[config.mk]
export PLATFORM = sky130hd
export DESIGN_NAME = ps2_keyboard_interface
export DESIGN_NICKNAME = d
export VERILOG_FILES = /design/src/rtl/ps2_pkg.sv /design/src/rtl/ps2_edge_filter.sv /design/src/rtl/ps2_keyboard_interface.sv
export SDC_FILE = /design/constraint.sdc
export NUM_CORES = 1
export LEC_CHECK = 0
export ABC_CLOCK_PERIOD_IN_PS = 5400
export CAP_MARGIN = 25
export CORE_MARGIN = 4
export CORE_UTILIZATION = 49
export DETAILED_ROUTE_END_ITERATION = 10
export PLACE_DENSITY = 0.81
export RECOVER_POWER = 25
export SKIP_CTS_REPAIR_TIMING = 1
export SLEW_MARGIN = 0
export SYNTH_ARGS = -nofsm -noshare
export SYNTH_HDL_FRONTEND = slang
export SYNTH_HIERARCHICAL = 1
export SYNTH_SLANG_ARGS = --single-unit
[constraint.sdc]
create_clock -name clock -period 5.4 [get_ports clock]
set_clock_uncertainty 0.05 [all_clocks]
set_input_delay 1.62 -clock clock [delete_from_list [all_inputs] [get_ports clock]]
set_output_delay 1.62 -clock clock [all_outputs]
set_load 0.005 [all_outputs]
[src/rtl/ps2_pkg.sv]
// Shared types and frame constants for the PS/2 receive path.
package ps2_pkg;

    typedef enum logic [1:0] {
        StIdle,
        StData,
        StParity,
        StStop
    } rx_state_e;

    localparam logic START_BIT = 1'b0;
    localparam logic STOP_BIT = 1'b1;
    localparam int unsigned DATA_BITS = 8;

endpackage

[src/rtl/ps2_edge_filter.sv]
// Two-flop synchroniser plus stability filter for the PS/2 clock line;
// emits a one-cycle pulse when the filtered level falls from 1 to 0.
module ps2_edge_filter #(
    parameter int unsigned FILTER_CYCLES = 8
) (
    input  logic clock,
    input  logic reset,
    input  logic line,
    output logic fall
);

    localparam int unsigned CW = $clog2(FILTER_CYCLES + 1);

    logic [1:0]    sync_q;
    logic          level_q, level_d;
    logic [CW-1:0] cnt_q, cnt_d;

    always_comb begin
        level_d = level_q;
        cnt_d   = '0;
        fall    = 1'b0;
        // Any sample that agrees with the current level restarts the run.
        if (sync_q[1] != level_q) begin
            if (cnt_q == CW'(FILTER_CYCLES - 1)) begin
                level_d = sync_q[1];
                fall    = level_q;
            end else begin
                cnt_d = cnt_q + 1'b1;
            end
        end
    end

    always_ff @(posedge clock or posedge reset) begin
        if (reset) begin
            sync_q  <= 2'b11;
            level_q <= 1'b1;
            cnt_q   <= '0;
        end else begin
            sync_q  <= {sync_q[0], line};
            level_q <= level_d;
            cnt_q   <= cnt_d;
        end
    end

endmodule

[src/rtl/ps2_keyboard_interface.sv]
// Receive-only PS/2 keyboard port: deserialises device-to-host frames into
// bytes, strobes once per valid byte and holds the last byte for display.
module ps2_keyboard_interface
    import ps2_pkg::*;
#(
    parameter int unsigned FILTER_CYCLES  = 8,
    parameter int unsigned TIMEOUT_CYCLES = 10000
) (
    input  logic       clock,
    input  logic       reset,
    inout  wire        ps2_clock,
    inout  wire        ps2_data,
    output logic [7:0] ps2_key_data,
    output logic       ps2_key_pressed,
    output logic [7:0] ps2_out
);

    localparam int unsigned TW = $clog2(TIMEOUT_CYCLES + 1);

    // The host never drives the bus.
    assign ps2_clock = 1'bz;
    assign ps2_data  = 1'bz;

    logic       fall;
    logic [1:0] data_sync_q;
    logic       data_s;

    ps2_edge_filter #(
        .FILTER_CYCLES(FILTER_CYCLES)
    ) u_clock_filter (
        .clock(clock),
        .reset(reset),
        .line (ps2_clock),
        .fall (fall)
    );

    always_ff @(posedge clock or posedge reset) begin
        if (reset) data_sync_q <= 2'b11;
        else       data_sync_q <= {data_sync_q[0], ps2_data};
    end
    assign data_s = data_sync_q[1];

    rx_state_e     state_q, state_d;
    logic [2:0]    bit_cnt_q, bit_cnt_d;
    logic [7:0]    shift_q, shift_d;
    logic          parity_q, parity_d;
    logic [TW-1:0] timeout_q, timeout_d;
    logic          timeout_hit;
    logic          commit;
    logic [7:0]    key_q;
    logic          pressed_q;

    assign timeout_hit = (state_q != StIdle) && (timeout_q == TW'(TIMEOUT_CYCLES));

    always_comb begin
        state_d   = state_q;
        bit_cnt_d = bit_cnt_q;
        shift_d   = shift_q;
        parity_d  = parity_q;
        commit    = 1'b0;
        if (fall || state_q == StIdle || timeout_hit) timeout_d = '0;
        else                                         timeout_d = timeout_q + 1'b1;

        if (timeout_hit) begin
            state_d   = StIdle;
            bit_cnt_d = '0;
        end else if (fall) begin
            unique case (state_q)
                StIdle: begin
                    if (data_s == START_BIT) begin
                        state_d   = StData;
                        bit_cnt_d = '0;
                    end
                end
                StData: begin
                    shift_d = {data_s, shift_q[7:1]};
                    if (bit_cnt_q == 3'(DATA_BITS - 1)) begin
                        state_d   = StParity;
                        bit_cnt_d = '0;
                    end else begin
                        bit_cnt_d = bit_cnt_q + 1'b1;
                    end
                end
                StParity: begin
                    parity_d = data_s;
                    state_d  = StStop;
                end
                StStop: begin
                    state_d = StIdle;
                    commit  = (data_s == STOP_BIT) && (^{shift_q, parity_q});
                end
            endcase
        end
    end

    always_ff @(posedge clock or posedge reset) begin
        if (reset) begin
            state_q   <= StIdle;
            bit_cnt_q <= '0;
            shift_q   <= '0;
            parity_q  <= 1'b0;
            timeout_q <= '0;
            key_q     <= '0;
            pressed_q <= 1'b0;
        end else begin
            state_q   <= state_d;
            bit_cnt_q <= bit_cnt_d;
            shift_q   <= shift_d;
            parity_q  <= parity_d;
            timeout_q <= timeout_d;
            pressed_q <= commit;
            if (commit) key_q <= shift_q;
        end
    end

    assign ps2_key_data    = key_q;
    assign ps2_out         = key_q;
    assign ps2_key_pressed = pressed_q;

endmodule

==> impl_metrics.yaml, run 1 <==
grt:
  grt_pass1_wl_mm: 5.802
  antenna_found_initial: 0
  grt_max_degree: 40
  grt_use_total: 0.1342
  grt-ovfl-total: 0
  grt_pass1_vias: 1313
cts:
  clk_pin_slew_ps: 90
  htree_levels: 2
  cts_tree: "built"
  cts_buffer_depth: 2
  cts_inserted_buffers: 5
  cts.sinks: 46
  clk_latency_ps: 290
  root_buffer: "clkbuf_8"
setup_path:
  critPathMaxFanout: 4
  crit_family: "buffers and inverters"
  critical_path_class: "reg2out"
  crit_required_ps: 3730
  crit_chain: "clkdlybuf4s50_1"
  cp.arrival_ps: 1200
  cp.depth: 1
  reg2reg_depth: 6
  max_stage_delay_ps: 510
  startpoint_type: "flop"
  crit_path_end_kind: "output port"
  worst-path-buf-inv: 1
  cp_slowest_cell: "clkdlybuf4s50_1"
floorplanning:
  die_y_um: 75.29
  die_area_um2: 5668
  io_pins: 21
  start_util: 0.5095
  rows: 24
  die_x_um: 75.29
  core_um2: 4354
synthesis:
  synth_edf_count: 0
  synth_area_leaders: "dfrtp_1 46%, mux2_2 8.1%, dfstp_2 5.9%"
  ys_ff_latch: 46
  ys_types: 34
  avgSynthCellArea_um2: 11.49
  yosysTopAreaCell: "dfrtp_1"
  syn_area_um2: 2218
  yosys_warnings: 6
  synth_top_area_share: 0.4625
  seq_area_frac_synth: 0.5217
  async_flop_share: 1.000
  synth_top_flop_cell: "dfrtp_1"
  synthCells: 193
timing:
  setup_viol: 0
  worst-slew-pin-transition_ps: 767.4
  fin_crit_sh: 0.5317
  slew_headroom: 0.4873
  fin_setup_tns_ps: 0
  report.final.hold_viol_count: 0
  setup_ws_ps: 2529
  clock.fmax_mhz: 348.3
  rsz0062_at_grt: "no"
  period_minus_slack_ps: 2871
  drv_slew: 0
worst_hold_path:
  holdCritPathClass: "reg2reg"
  hold_depth: 0
final_layout:
  seq_area_um2: 1157
  synthToLayoutAreaGrowth_pct: 12.35
  final_area_um2: 2492
  layout.cells.non_filler: 264
  final_core_util: 0.5724
  multi_input_area_um2: 943.4
  diodes: 0
  final_layout_size_suffix_gt1_frac: 0.1557
  fill_cells: 361
  layout.nets: 222
routing:
  wl_per_cell_um: 12.73
  initialDrtViolationCount: 53
  drc: 0
  wl_mm: 3.360
  vias: 1349
  routed_via_density: 5.110
  drtAntennaViolNets: 0
  drtPass1Iterations: 4
outcome:
  outcome: "completed"
place:
  dp.cells: 256
  place_ws_ps: 2835
  dpl_cell_area_um2: 2404
  gp_congestion: 0.8404
  dpl.hpwl_mm: 2.434
  port_buffers: 18
power_and_ir_drop:
  p_per_area_nw_per_um2: 256.1
  peakVddDrop_uv: 120.2
  p_leak_nw: 1.121
job:
  max_cap_viol_count: 0
-- cell usage after synthesis, types with 2 or more instances --
| cell type | instances |
|---|---|
| buf_4 | 10 |
| a21oi_1 | 3 |
| or3_1 | 2 |
| and3_1 | 4 |
| mux2i_1 | 2 |
| xor2_1 | 6 |
| nand4_1 | 4 |
| mux2_2 | 16 |
| o211ai_1 | 2 |
| o21ai_0 | 3 |
| dfstp_2 | 5 |
| nand2_1 | 12 |
| nand2b_1 | 3 |
| xnor2_1 | 14 |
| ha_1 | 9 |
| nand3_1 | 8 |
| dfrtp_1 | 41 |
| nor2_1 | 25 |
| inv_1 | 9 |
-- report_power, final --
part           internal, mW  switching, mW  total [mW]
clock                 0.117          0.110       0.227
combinational        0.0175         0.0225      0.0399
sequential            0.360         0.0107       0.371
total                 0.495          0.143       0.638
-- cell usage in the layout, fill, tap and decap left out, types with 2 or more instances in the layout --
cell / count
clkdlybuf4s50_1: 17
conb_1: 4
mux2_2: 16
ha_1: 9
inv_1: 9
a21oi_1: 3
dfrtp_1: 41
nand3_1: 8
dfstp_2: 4
clkbuf_8: 7
nor2_1: 25
xor2_1: 6
mux2i_1: 2
and3_1: 4
or3_1: 2
xnor2_1: 14
o211ai_1: 2
nand2b_1: 3
o21ai_0: 3
nand2_1: 12
nand4_1: 4
-- metal layers --
metal | share of wire | wire, µm | vias up | global-route usage
met5 | 0 | 0 | - | 0
met4 | 0.014 | 47 | 0 | 0.05825
met3 | 0.022 | 73 | 4 | 0.02403
met2 | 0.51 | 1713 | 12 | 0.2119
met1 | 0.45 | 1526 | 665 | 0.1814
li1 | - | - | 668 | -
-- flip-flops by register name (all words and copies together) (netlist names) --
name,cells
shift_q,8
parity_q,1
ps2_key_pressed,1
state_q,2
data_sync_q,2
u_clock_filter/cnt_q,4
u_clock_filter/level_q,1
bit_cnt_q,3
ps2_key_data,8
u_clock_filter/sync_q,2
timeout_q,14
-- final timing paths --
| path | from | endpoint | slack, ps |
|---|---|---|---|
| min in group asynchronous | reset | u_clock_filter/cnt_q[3] | 1660 |
| max reg2reg | u_clock_filter/cnt_q[0] | ps2_key_data[5] | 2870 |
| min reg2reg | data_sync_q[0] | data_sync_q[1] | 310 |
| min | data_sync_q[0] | data_sync_q[1] | 310 |
| max | ps2_key_data[7] | ps2_key_data[7] | 2530 |
| max in group asynchronous | reset | data_sync_q[1] | 3100 |
-- cells by family after synthesis --
group	share of synthesized area
fa+ha+maj	0.05076
simple gates	0.1512
other cells	0.001690
mux	0.09701
compound gates	0.03045
flops	0.5217
xor+xnor	0.09645
buf+inv	0.05076
-- through the flow --
step                hold WS, ps  power (mW)
floorplan                 295.2      0.4142
global placement          295.9      0.4222
detailed placement        301.2      0.4235
CTS                       314.7      0.6553
global route              325.4      0.6690
finish                    312.6      0.6383
-- area by class of cell --
| type | count | area share |
|---|---|---|
| inverter | 9 | 0.01355 |
| timing repair buffer | 19 | 0.07530 |
| multi-input combinational | 130 | 0.3785 |
| sequential | 46 | 0.4644 |
| tap | 52 | 0.02610 |
| clock inverter | 1 | 0.003514 |
| clock buffer | 7 | 0.03865 |
Power figures use the tool's default switching activity.
==> run 2: changes to the inputs <==
--- a/config.mk
+++ b/config.mk
@@ -5,12 +5,12 @@
 export SDC_FILE = /design/constraint.sdc
 export NUM_CORES = 1
 export LEC_CHECK = 0
-export ABC_CLOCK_PERIOD_IN_PS = 5400
+export ABC_CLOCK_PERIOD_IN_PS = 2600
 export CAP_MARGIN = 25
 export CORE_MARGIN = 4
 export CORE_UTILIZATION = 49
 export DETAILED_ROUTE_END_ITERATION = 10
-export PLACE_DENSITY = 0.81
+export PLACE_DENSITY = 0.84
 export RECOVER_POWER = 25
 export SKIP_CTS_REPAIR_TIMING = 1
 export SLEW_MARGIN = 0
==> constraint.sdc (replaced) <==
create_clock -name clock -period 2.6 [get_ports clock]
set_clock_uncertainty 0.05 [all_clocks]
set_input_delay 0.78 -clock clock [delete_from_list [all_inputs] [get_ports clock]]
set_output_delay 0.78 -clock clock [all_outputs]
set_load 0.005 [all_outputs]
==> impl_metrics.yaml, run 2 (same netlist as run 1, synthesis figures left out) <==
place:
  dpl_cell_area_um2: 2419
  dpl.hpwl_mm: 2.400
  port_buffers: 18
  gp_congestion: 0.8095
  place_ws_ps: 526.9
final_layout:
  layout.nets: 224
  final_layout_size_suffix_gt1_frac: 0.1589
  largest_register: "timeout_q"
  synthToLayoutAreaGrowth_pct: 13.14
  layout_commonest_cell: "dfrtp_1"
  final_cell_mix: "41 x dfrtp_1, 25 x nor2_1, 17 x clkdlybuf4s50_1"
  diodes: 0
  final_area_um2: 2510
  largest_reg_flops: 14
routing:
  wl_per_cell_um: 12.63
  drtPass1Iterations: 4
  vias: 1334
  routed_via_density: 5.015
  wl_mm: 3.359
  drc: 0
  drtAntennaViolNets: 0
  initialDrtViolationCount: 57
cts:
  root_buffer: "clkbuf_8"
  cts_inserted_buffers: 5
  cts.sinks: 46
  cts_buffer_depth: 2
  clk_latency_ps: 300
  cts_tree: "built"
  clk_pin_slew_ps: 80
  htree_levels: 2
grt:
  grt_max_degree: 40
  grt-ovfl-total: 0
  grt_use_total: 0.1365
  antenna_found_initial: 0
  grt_pass1_vias: 1312
  grt_pass1_wl_mm: 5.816
timing:
  slew_headroom: 0.3905
  setup_viol: 0
  clock.fmax_mhz: 476.8
  rsz0062_at_grt: "no"
  fin_crit_sh: 0.8067
  fin_setup_tns_ps: 0
  worst-slew-pin-transition_ps: 914.2
  setup_ws_ps: 502.6
  report.final.hold_viol_count: 0
  period_minus_slack_ps: 2097
  drv_slew: 0
setup_path:
  crit_path_end_kind: "flop"
  crit_required_ps: 2730
  startpoint_type: "flop"
  critPathMaxFanout: 8
  critical_path_class: "reg2reg"
  cp.arrival_ps: 2230
worst_hold_path:
  holdCritPathClass: "reg2reg"
power_and_ir_drop:
  p_sw_frac: 0.2132
  pwr-share-comb: 0.058
  p_per_area_nw_per_um2: 542.2
  p_leak_nw: 1.128
  p_switching_mw: 0.2901
  p_clk_frac: 0.377
  peakVddDrop_uv: 464.1
  total_power_mw: 1.361
  seq_power_share: 0.566
  p_int_mw: 1.071
floorplanning:
  io_pins: 21
  rows: 24
  die_area_um2: 5668
  die_y_um: 75.29
  start_util: 0.5095
  die_x_um: 75.29
  core_um2: 4354
job:
  max_cap_viol_count: 0
outcome:
  outcome: "completed"
[run 2: cell count changes in the layout (fill, tap and decap cells not counted)]
cell        before  now
clkbuf_2         0    1
clkinvlp_4       0    1
buf_4            1    2
bufinv_16        0    1
clkinv_4         1    0
clkbuf_1         0    1
clkbuf_8         7    5
[run 2: layer usage]
metal	share of wire	global-route usage
met1	0.48	0.1776
met2	0.47	0.2205
met3	0.025	0.03738
met4	0.018	0.04660
met5	0	0
[run 2: power by group through the flow]
stage	logic (mW)	clock network [mW]	registers, mW
after detailed placement	0.0907	0	0.788
after floorplan	0.0769	0	0.783
after global placement	0.0889	0	0.787
after global routing	0.0952	0.558	0.775
final	0.0785	0.513	0.770
after CTS	0.0907	0.530	0.775
[run 2: layout make-up]
type / count / area [µm²]
inverters: 9 / 33.78
multi-input cells: 130 / 943.4
clock inverters: 2 / 37.54
well taps: 52 / 65.06
flip-flops and latches: 46 / 1157
repair buffers: 21 / 200.2
fillers: 329 / 1844
clock buffers: 6 / 72.57
[run 2: final timing paths]
check	startpoint	end	slack, ps	cells past startpoint
max reg2reg	timeout_q[0]	ps2_key_data[6]	500	7
max	timeout_q[0]	ps2_key_data[6]	500	7
min	data_sync_q[0]	data_sync_q[1]	310	0
min in group asynchronous	reset	u_clock_filter/cnt_q[3]	820	2
min reg2reg	data_sync_q[0]	data_sync_q[1]	310	0
max in group asynchronous	reset	timeout_q[12]	760	3
[run 2: metrics by stage]
stage | std cells | utilization | hold slack [ps]
final | 266 | 0.5764 | 308.9
after global routing | 266 | 0.5764 | 317.0
after CTS | 266 | 0.5807 | 309.8
after detailed placement | 258 | 0.5555 | 297.8
after global placement | 258 | 0.5555 | 295.4
after floorplan | 196 | - | 295.2
[run 2: worst max-delay path: stages, from the launching register on]
cell and delay [ps]:
dfrtp_1 420, inv_1 80, ha_1 130, nor4b_1 250, nand4_1 300, o2111ai_2 360, nor2_4 120, mux2_2 290
